--- src/rtl/addsub_pipe_if.sv ---
// Operand/result bundle for addsub_pipe; the pipeline drives the slave side.
interface addsub_pipe_if #(
    parameter int WIDTH = 16
);
    logic             EN;
    logic             VALID_IN;
    logic             SUB;
    logic             CIN;
    logic [WIDTH-1:0] I0;
    logic [WIDTH-1:0] I1;
    logic             VALID_OUT;
    logic [WIDTH-1:0] O;
    logic             COUT;
    logic             V;
    logic             Z;

    modport master (
        output EN, VALID_IN, SUB, CIN, I0, I1,
        input  VALID_OUT, O, COUT, V, Z
    );

    modport slave (
        input  EN, VALID_IN, SUB, CIN, I0, I1,
        output VALID_OUT, O, COUT, V, Z
    );
endinterface

--- src/rtl/addsub_pipe.sv ---
// Sliced, pipelined add/subtract: one SLICE-bit slice per stage, carry registered between stages.
// Define ADDSUB_PIPE_FLAGS_EN to register the overflow (V) and zero (Z) flags; otherwise they tie to 0.
module addsub_pipe #(
    parameter int WIDTH = 16,
    parameter int SLICE = 4
) (
    input logic         CLK,
    input logic         RESET,
    addsub_pipe_if.slave bus
);
    localparam int SAFE_SLICE = (SLICE < 1) ? 1 : SLICE;
    localparam int STAGES     = WIDTH / SAFE_SLICE;

    if ((SLICE < 1) || (WIDTH % SAFE_SLICE != 0)) begin : g_bad_cfg
        $fatal(1, "addsub_pipe: WIDTH must be a positive integer multiple of SLICE");
    end

    for (genvar k = 0; k < STAGES; k++) begin : g_stage
        localparam int LO    = k * SLICE;
        localparam int RW    = (k + 1) * SLICE;
        localparam int SRC_W = WIDTH - LO;

        // Operand bits not yet consumed arrive here; slice k is the low SLICE bits.
        logic [SRC_W-1:0] src_a;
        logic [SRC_W-1:0] src_b;
        logic             src_sub;
        logic             src_c;
        logic             src_valid;
        logic [SLICE-1:0] b_eff;
        logic [SLICE:0]   sum;
        logic [RW-1:0]    res_new;
        logic [RW-1:0]    res_d, res_q;
        logic             carry_d, carry_q;
        logic             valid_d, valid_q;

        if (k == 0) begin : g_src
            always_comb begin
                src_a     = bus.I0;
                src_b     = bus.I1;
                src_sub   = bus.SUB;
                src_c     = bus.CIN ^ bus.SUB;
                src_valid = bus.VALID_IN;
                res_new   = sum[SLICE-1:0];
            end
        end else begin : g_src
            always_comb begin
                src_a     = g_stage[k-1].g_ops.a_q;
                src_b     = g_stage[k-1].g_ops.b_q;
                src_sub   = g_stage[k-1].g_ops.sub_q;
                src_c     = g_stage[k-1].carry_q;
                src_valid = g_stage[k-1].valid_q;
                res_new   = {sum[SLICE-1:0], g_stage[k-1].res_q};
            end
        end

        // NOTE: each _d is assigned on every path (EN=0 selects the _q), so no latch is inferred.
        always_comb begin
            b_eff   = src_b[SLICE-1:0] ^ {SLICE{src_sub}};
            sum     = {1'b0, src_a[SLICE-1:0]} + {1'b0, b_eff} + {{SLICE{1'b0}}, src_c};
            res_d   = bus.EN ? res_new   : res_q;
            carry_d = bus.EN ? sum[SLICE] : carry_q;
            valid_d = bus.EN ? src_valid : valid_q;
        end

        // NOTE: non-blocking updates; data registers are reset too so O/COUT read 0 after reset.
        always_ff @(posedge CLK) begin
            if (RESET) begin
                res_q   <= '0;
                carry_q <= 1'b0;
                valid_q <= 1'b0;
            end else begin
                res_q   <= res_d;
                carry_q <= carry_d;
                valid_q <= valid_d;
            end
        end

        if (k < STAGES - 1) begin : g_ops
            localparam int REM = SRC_W - SLICE;

            logic [REM-1:0] a_d, a_q;
            logic [REM-1:0] b_d, b_q;
            logic           sub_d, sub_q;

            always_comb begin
                a_d   = bus.EN ? src_a[SRC_W-1:SLICE] : a_q;
                b_d   = bus.EN ? src_b[SRC_W-1:SLICE] : b_q;
                sub_d = bus.EN ? src_sub : sub_q;
            end

            always_ff @(posedge CLK) begin
                if (RESET) begin
                    a_q   <= '0;
                    b_q   <= '0;
                    sub_q <= 1'b0;
                end else begin
                    a_q   <= a_d;
                    b_q   <= b_d;
                    sub_q <= sub_d;
                end
            end
        end else begin : g_tail
            assign bus.O         = res_q;
            assign bus.COUT      = carry_q;
            assign bus.VALID_OUT = valid_q;

`ifdef ADDSUB_PIPE_FLAGS_EN
            logic v_d, v_q;
            logic z_d, z_q;

            // Carry into the MSB is recovered as a ^ b ^ sum at that bit.
            always_comb begin
                v_d = bus.EN ? (src_a[SLICE-1] ^ b_eff[SLICE-1] ^ sum[SLICE-1] ^ sum[SLICE]) : v_q;
                z_d = bus.EN ? (res_new == '0) : z_q;
            end

            always_ff @(posedge CLK) begin
                if (RESET) begin
                    v_q <= 1'b0;
                    z_q <= 1'b0;
                end else begin
                    v_q <= v_d;
                    z_q <= z_d;
                end
            end

            assign bus.V = v_q;
            assign bus.Z = z_q;
`else
            assign bus.V = 1'b0;
            assign bus.Z = 1'b0;
`endif
        end
    end
endmodule

--- src/flat_wrapper.sv ---
// flat-port wrapper written by rule: the top's interface ports become plain ports
module addsub_pipe_flat 
#(
    parameter int WIDTH = 16,
    parameter int SLICE = 4
)
  (CLK, RESET, bus_EN, bus_VALID_IN, bus_SUB, bus_CIN, bus_I0, bus_I1, bus_VALID_OUT, bus_O, bus_COUT, bus_V, bus_Z);
  addsub_pipe_if #(.WIDTH(WIDTH)) bus_i ();
  input logic CLK;
  input logic RESET;
  input wire logic [$bits(bus_i.EN)-1:0] bus_EN;
  input wire logic [$bits(bus_i.VALID_IN)-1:0] bus_VALID_IN;
  input wire logic [$bits(bus_i.SUB)-1:0] bus_SUB;
  input wire logic [$bits(bus_i.CIN)-1:0] bus_CIN;
  input wire logic [$bits(bus_i.I0)-1:0] bus_I0;
  input wire logic [$bits(bus_i.I1)-1:0] bus_I1;
  output wire logic [$bits(bus_i.VALID_OUT)-1:0] bus_VALID_OUT;
  output wire logic [$bits(bus_i.O)-1:0] bus_O;
  output wire logic [$bits(bus_i.COUT)-1:0] bus_COUT;
  output wire logic [$bits(bus_i.V)-1:0] bus_V;
  output wire logic [$bits(bus_i.Z)-1:0] bus_Z;
  assign bus_i.EN = bus_EN;
  assign bus_i.VALID_IN = bus_VALID_IN;
  assign bus_i.SUB = bus_SUB;
  assign bus_i.CIN = bus_CIN;
  assign bus_i.I0 = bus_I0;
  assign bus_i.I1 = bus_I1;
  assign bus_VALID_OUT = bus_i.VALID_OUT;
  assign bus_O = bus_i.O;
  assign bus_COUT = bus_i.COUT;
  assign bus_V = bus_i.V;
  assign bus_Z = bus_i.Z;
  addsub_pipe #(.WIDTH(WIDTH), .SLICE(SLICE)) u_core (.CLK(CLK), .RESET(RESET), .bus(bus_i));
endmodule
--- config.mk ---
export PLATFORM = sky130hd
export DESIGN_NAME = addsub_pipe_flat
export DESIGN_NICKNAME = d
export VERILOG_FILES = /design/src/rtl/addsub_pipe_if.sv /design/src/rtl/addsub_pipe.sv /design/src/flat_wrapper.sv
export SDC_FILE = /design/constraint.sdc
export NUM_CORES = 1
export LEC_CHECK = 0
export CAP_MARGIN = 20
export CORE_ASPECT_RATIO = 1.2
export CORE_MARGIN = 4
export CORE_UTILIZATION = 61
export CTS_BUF_LIST = sky130_fd_sc_hd__clkbuf_8
export CTS_CLUSTER_DIAMETER = 100
export DETAILED_ROUTE_END_ITERATION = 6
export PLACE_DENSITY_LB_ADDON = 0.12
export SLEW_MARGIN = 25
export SYNTH_ARGS = -nofsm -noshare
export SYNTH_HDL_FRONTEND = slang
export SYNTH_SLANG_ARGS = --single-unit
--- constraint.sdc ---
create_clock -name CLK -period 3.5 [get_ports CLK]
set_input_delay 0.35 -clock CLK [delete_from_list [all_inputs] [get_ports CLK]]
set_output_delay 0.35 -clock CLK [all_outputs]
set_load 0.01 [all_outputs]
==> metrics.md, run 1 <==
| Metric | Value |
|---|---|
| CTS Root Cell | clkbuf_8 |
| HP Start | bus_EN |
| Syn Area/Cell | 10.5 um^2 |
| Arr. time, crit path | 2.41 ns |
| Post-synthesis mux area share | 20.3% |
| Setup Crit Path Kind | input port to register |
| Cell Rows | 33 |
| Top-Level Pins | 58 |
| # Post-CTS Setup Buffers | 0 |
| CORE AREA | 6810 um^2 |
| Core Util, Final | 72.8% |
| CTS resizes | 0 |
| Yosys cell types | 28 |
| Non-Filler Instances | 538 |
| Vias in the first global route | 2686 |
| Clk slew on worst S/H paths | 0.09 ns |
| Int Pwr | 1.71 mW |
| Yosys warning count | 0 |
| Share of cells above drive strength 1 | 5.54% |
| Worst VDD drop | 0.000320 V |
| Largest cells by area after synthesis | dfxtp_1 47%, mux2i_1 20%, nor2_1 8.4%, fa_1 3.8%, ha_1 3.5% |
| Htree depth | 3 |
| Hold Path End | u_core.bus.O[4] |
| RSZ-0062 raised after global routing | false |
| LEAKAGE | 2.27 nW |
| Fmax | 467 MHz |
| Clock share of power | 33.4% |
| Avg WL per Cell | 13.1 um |
| Clk_lat worst skew | 0.35 ns |
| Synth Cell Area | 4240 um^2 |
| Via density per instance | 5.22 |
| R2r endpoint | u_core.g_stage[1].carry_q |
| Sequential share of power | 54.2% |
| Tot GR Track Use | 17.7% |
| Placement Cell Area | 4750 um^2 |
| Fin crit period | 2.14 ns |
| Setup crit end kind | register |
| Final setup viols | 0 |
| Largest net degree at the start of global routing | 107 |
| Sequential-to-total area share from yosys stat | 46.7% |
| Worst R2R Start | u_core.g_stage[0].g_ops.sub_q |
| Diodes inserted | 0 |
| Net switching power | 0.530 mW |
| R2R Setup Slk | 1.46 ns |
| CTS hold repair buffers | 0 |
| Die H | 99.4 um |
| Setup ws final | 1.36 ns |
| Startpoint types | input port |
| Worst Hold Depth | 3 |
| Inst Count DP | 522 |
| R2r worst-path depth | 6 |
| # nets final | 504 |
| Post-synthesis instance total | 405 |
| Endpoints failing hold | 0 |
| Sw Share | 23.6% |
| Clock buffer depth | 2 |
| Global route overflow | 0 |
| Final Cycle Share | 61.1% |
| Top cell type's share of synthesized area | 46.7% |
| Antenna violations before repair | 0 |
| Die Width | 84.1 um |
| Adder-cell area share of the yosys netlist | 7.31% |
| Outcome | complete, no violations |
| Die area | 8360 um^2 |
| Xor/xnor share of the synthesized area | 4.33% |
| Total CTS buffers | 9 |
| Gpl congestion | 0.783 |
| Detail Placement HPWL | 4850 um |
| Combinational fraction of design power | 12.4% |
| Clk_skew | 0.00849 ns |
| Power density over the cells | 452 nW/um^2 |
| Total negative slack | 0 ns |
| Pins over their slew limit | 0 |
| Worst-path fanout max | 6 |
| Worst-Margin Slew | 0.739 ns |
| Drt first pass iters | 4 |
| Iter 0 DRT Violations | 111 |
| Relative slew slack | 50.7% |
| DP Worst Slack | 1.06 ns |
| Synthesis-to-layout area growth | 16.9% |
| Largest family of logic cells by synthesized area | multiplexers |
| Design area | 4960 um^2 |
| Antenna viol nets, final | 0 |
| Hold Crit Class | input port to register |
| Fill cell count | 520 |
| First-pass GRT wire length | 12000 um |
| Number of buffers added on ports | 55 |
| Sink Count | 99 |
| Total number of vias | 2808 |
| Max Cap Violations | 0 |
| Post-synthesis simple-gate area fraction | 10.3% |
| Synth Area in Compound Gates | 5.69% |
| Post-route DRC | 0 |
| Register bit total from synthesis | 99 |
| Total wire length | 7030 um |
| Initial Util | 62.3% |
| CTS tree | done |
| Required time worst endpoint | 3.77 ns |
| Synth area leader | dfxtp_1 |
## cell families (layout without fill, tap and decap cells)
kind of cell,after synthesis,in the layout
flops,99,99
fa+ha+maj,20,20
xor+xnor,21,21
buf+inv,38,83
simple gates,110,110
mux,86,86
other cells,1,2
compound gates,30,30
## cell usage after synthesis
master and n:
mux2i_1 86, a2111oi_0 1, xnor2_1 5, a2111o_1 3, ha_1 12, buf_2 9, fa_1 8, nand3b_1 2
inv_2 1, nand2_1 7, inv_1 8, xor2_1 16, o21ai_0 1, buf_6 5, o221ai_2 3, nor2_1 95
dfxtp_1 99, a21oi_1 7, conb_1 1, nor2b_1 1, a211oi_1 8, nand3_1 1, nand4b_1 1, clkbuf_1 6
buf_4 9, a21o_1 6, or3_1 3, a311oi_1 1
## worst max-delay path, cell delays in order
cell	delay (ns)
clkdlybuf4s50_1	0.62
xor2_1	0.23
fa_1	0.22
inv_1	0.06
fa_1	0.40
nor2b_1	0.16
o21ai_0	0.10
a311oi_1	0.26
## placed cells by master (no fill, tap or decap), types with 5 or more instances in the layout
| master | synthesis | layout |
|---|---|---|
| clkdlybuf4s50_1 | 0 | 53 |
| inv_1 | 8 | 8 |
| mux2i_1 | 86 | 86 |
| a211oi_1 | 8 | 8 |
| dfxtp_1 | 99 | 99 |
| ha_1 | 12 | 12 |
| a21o_1 | 6 | 6 |
| clkbuf_8 | 0 | 12 |
| a21oi_1 | 7 | 7 |
| xnor2_1 | 5 | 5 |
| nand2_1 | 7 | 7 |
| fa_1 | 8 | 8 |
| xor2_1 | 16 | 16 |
| nor2_1 | 95 | 95 |
## per-layer routing
layer	GRT usage, %	up-vias	part of all wire, %	wire [um]
li1	-	1449	-	-
met1	21.1	1312	45	3150
met2	30.6	38	50	3520
met3	4.23	9	3.6	253
met4	7.43	0	1.5	104
met5	0	-	0	0
## sequential cells by signal, indices dropped and copies added (netlist names)
register,cells
u_core.g_stage.g_ops.b_q,24
u_core.g_stage.g_ops.sub_q,3
u_core.g_stage.valid_q,3
u_core.g_stage.res_q,24
u_core.bus.O,16
u_core.bus.VALID_OUT,1
u_core.g_stage.carry_q,3
u_core.bus.COUT,1
u_core.g_stage.g_ops.a_q,24
## stage by stage
| step | power, mW | hold WS (ns) |
|---|---|---|
| after global routing | 2.35 | 0.440 |
| after global placement | 1.51 | 0.471 |
| final | 2.24 | 0.444 |
| after detailed placement | 1.52 | 0.479 |
| after floorplan | 1.44 | 0.456 |
| after CTS | 2.27 | 0.428 |
## power groups by stage
stage | clock, mW | sequential [mW] | combinational [mW]
floorplan | 0 | 1.23 | 0.205
global placement | 0 | 1.24 | 0.271
detailed placement | 0 | 1.24 | 0.280
CTS | 0.775 | 1.22 | 0.282
global route | 0.817 | 1.22 | 0.314
finish | 0.749 | 1.22 | 0.279
## area by class of cell
| type | count | area, um^2 | share of cell area, % |
|---|---|---|---|
| clock inverters | 4 | 47.5 | 0.958 |
| clock buffers | 12 | 165 | 3.33 |
| flip-flops and latches | 99 | 1980 | 39.9 |
| repair buffers | 58 | 584 | 11.8 |
| multi-input cells | 269 | 2040 | 41.1 |
| inverters | 9 | 33.8 | 0.681 |
| well taps | 87 | 109 | 2.19 |
## worst max-delay path by stage
stage                                             start                         to  slack (ns)  depth (start not counted)
after global routing                            bus_SUB  u_core.g_stage[0].carry_q        1.19                          8
after CTS                                       bus_SUB  u_core.g_stage[0].carry_q        1.37                          8
after global placement                          bus_SUB  u_core.g_stage[0].carry_q        1.12                          8
after floorplan           u_core.g_stage[0].g_ops.sub_q  u_core.g_stage[1].carry_q        1.56                          7
final                                           bus_SUB  u_core.g_stage[0].carry_q        1.36                          8
after detailed placement                        bus_SUB  u_core.g_stage[0].carry_q        1.06                          8
(Power assumes the default switching activity.)
==> inputs of run 2 (changes only) <==
--- a/config.mk
+++ b/config.mk
@@ -8,7 +8,7 @@
 export CAP_MARGIN = 20
 export CORE_ASPECT_RATIO = 1.2
 export CORE_MARGIN = 4
-export CORE_UTILIZATION = 61
+export CORE_UTILIZATION = 57
 export CTS_BUF_LIST = sky130_fd_sc_hd__clkbuf_8
 export CTS_CLUSTER_DIAMETER = 100
 export DETAILED_ROUTE_END_ITERATION = 6
==> constraint.sdc (replaced) <==
create_clock -name CLK -period 2.1 [get_ports CLK]
set_input_delay 0.21 -clock CLK [delete_from_list [all_inputs] [get_ports CLK]]
set_output_delay 0.21 -clock CLK [all_outputs]
set_load 0.01 [all_outputs]
==> run 2 against run 1 <==
Net effect:
- flip-flop and latch count stayed put
- final cell count is 2.4% higher
- register-to-register slack worse by 1.3 ns
- clock skew is 0.0029 ns lower
- global-route usage is 0.92 points lower
- critical path type is now register to register
- critical endpoint is now u_core.g_stage[1].carry_q
- core utilization is 3.3 points lower
==> metrics.md, run 2 (synthesis results as in run 1) <==
| Metric | Value |
|---|---|
| Outcome | complete, no violations |
| Total negative slack | 0 ns |
| Die Width | 86.8 um |
| Setup Crit Path Kind | register to register |
| Endpoints failing hold | 0 |
| RSZ-0062 raised after global routing | false |
| Combinational fraction of design power | 12.9% |
| Relative slew slack | 61.0% |
| First-pass GRT wire length | 12000 um |
| FF+latch area | 1980 um^2 |
| Clk_lat worst skew | 0.34 ns |
| Total wire length | 7000 um |
| CORE AREA | 7230 um^2 |
| CTS tree | done |
| Sw Share | 23.0% |
| Worst-path fanout max | 2 |
| Fin crit period | 1.90 ns |
| Initial Util | 58.7% |
| Startpoint types | register |
| Gpl congestion | 0.748 |
| Power density over the cells | 738 nW/um^2 |
| Global route overflow | 0 |
| Core Util, Final | 69.6% |
| Number of buffers added on ports | 55 |
| Fill cell count | 585 |
| Fmax | 526 MHz |
| Tot GR Track Use | 16.8% |
| Total CTS buffers | 9 |
| Sequential share of power | 54.5% |
| Required time worst endpoint | 2.33 ns |
| Largest regs | u_core.g_stage.g_ops.a_q (24), u_core.g_stage.g_ops.b_q (24), u_core.g_stage.res_q (24) |
| Drt first pass iters | 4 |
| Hold Crit Class | input port to register |
| Int Pwr | 2.86 mW |
| Die H | 103 um |
| Antenna viol nets, final | 0 |
| Total number of vias | 2819 |
| Clock buffer depth | 2 |
| Slowest CP cell | fa_1 |
| Sink Count | 99 |
| Max Cap Violations | 0 |
| CP delay by family, top | adder cells |
| Die area | 8900 um^2 |
| Cell Rows | 34 |
| WHS | 0.339 ns |
| CTS hold repair buffers | 0 |
| Largest net degree at the start of global routing | 59 |
| Clk_skew | 0.00562 ns |
| Setup crit end kind | register |
| Worst VDD drop | 0.000429 V |
| Top-Level Pins | 58 |
| Final Cycle Share | 90.6% |
| Worst-Margin Slew | 0.585 ns |
| Crit-path max cell delay | 0.43 ns |
| Net switching power | 0.854 mW |
| Crit-path cells | xor2_1 > fa_1 > fa_1 > a21o_1 > a21oi_1 > a211oi_1 |
| Arr. time, crit path | 2.13 ns |
| CP most frequent cell | fa_1 |
| Diodes inserted | 0 |
| Share of cells above drive strength 1 | 6.94% |
| DP Worst Slack | -0.123 ns |
| Vias in the first global route | 2725 |
| LEAKAGE | 2.33 nW |
| Final setup viols | 0 |
| Via density per instance | 5.12 |
| Most frequent cells in the layout | 99 x dfxtp_1, 95 x nor2_1, 86 x mux2i_1, 53 x clkdlybuf4s50_1, 16 x xor2_1 |
| Htree depth | 3 |
| Detail Placement HPWL | 5210 um |
| Pins over their slew limit | 0 |
| Post-route DRC | 0 |
| Antenna violations before repair | 0 |
| # nets final | 514 |
| CTS resizes | 0 |
| Setup ws final | 0.198 ns |
| Iter 0 DRT Violations | 86 |
| Avg WL per Cell | 12.7 um |
| Commonest non-fill, non-tap cell in the layout | dfxtp_1 |
| CTS Root Cell | clkbuf_8 |
| Clock share of power | 32.6% |
| Clk slew on worst S/H paths | 0.08 ns |
| Multi-input gate area | 2040 um^2 |
| # Post-CTS Setup Buffers | 0 |
| Synthesis-to-layout area growth | 18.5% |
| WP buf/inv | 0 |
-- run 2: cell types whose count changed in the layout (fill, tap and decap cells not counted), sizes merged --
cell	previous run	this run
inv	9	12
clkinvlp	1	0
buf	5	15
clkinv	2	0
-- run 2: layout make-up --
class	count	share of cell area [%]
clock buffer	12	3.28
clock inverter	4	0.821
inverter	9	0.671
multi-input combinational	269	40.6
sequential	99	39.4
tap	90	2.24
timing repair buffer	68	13.0
-- run 2: final timing paths --
kind | startpoint | end | slack (ns) | depth (start not counted)
setup / recovery | u_core.g_stage[0].g_ops.sub_q | u_core.g_stage[1].carry_q | 0.20 | 6
hold / removal | RESET | u_core.g_stage[0].g_ops.a_q[4] | 0.34 | 2
setup reg to reg | u_core.g_stage[0].g_ops.sub_q | u_core.g_stage[1].carry_q | 0.20 | 6
hold reg to reg | u_core.g_stage[2].res_q[10] | u_core.g_stage[2].res_q[10] | 0.50 | 2
-- run 2: routing by layer --
layer / part of all wire [%] / routed length (um) / GRT usage (%) / up-vias
met5: 0 / 0 / 0 / -
met4: 1.9 / 132 / 7.55 / 0
met3: 2.6 / 182 / 2.40 / 10
met2: 49 / 3440 / 29.1 / 37
met1: 46 / 3240 / 20.8 / 1304
li1: - / - / - / 1468
-- run 2: stage by stage --
step	power, mW	area (um^2)	cells
finish	3.71	5030	551
global route	3.90	5030	551
CTS	3.75	5030	551
detailed placement	2.55	4820	535
global placement	2.54	4820	535
floorplan	2.40	4250	406
-- run 2: power groups by stage --
stage	clock (mW)	sequential, mW	combinational [mW]
final	1.21	2.02	0.479
after global routing	1.33	2.03	0.537
after CTS	1.24	2.02	0.487
after detailed placement	0	2.07	0.487
after global placement	0	2.06	0.473
after floorplan	0	2.05	0.342
==> inputs of run 3 (changes only) <==
--- a/config.mk
+++ b/config.mk
@@ -5,6 +5,7 @@
 export SDC_FILE = /design/constraint.sdc
 export NUM_CORES = 1
 export LEC_CHECK = 0
+export ABC_CLOCK_PERIOD_IN_PS = 2100
 export CAP_MARGIN = 20
 export CORE_ASPECT_RATIO = 1.2
 export CORE_MARGIN = 4
==> results of run 3 <==
Final layout, timing and power as in run 2 (identical DEF).
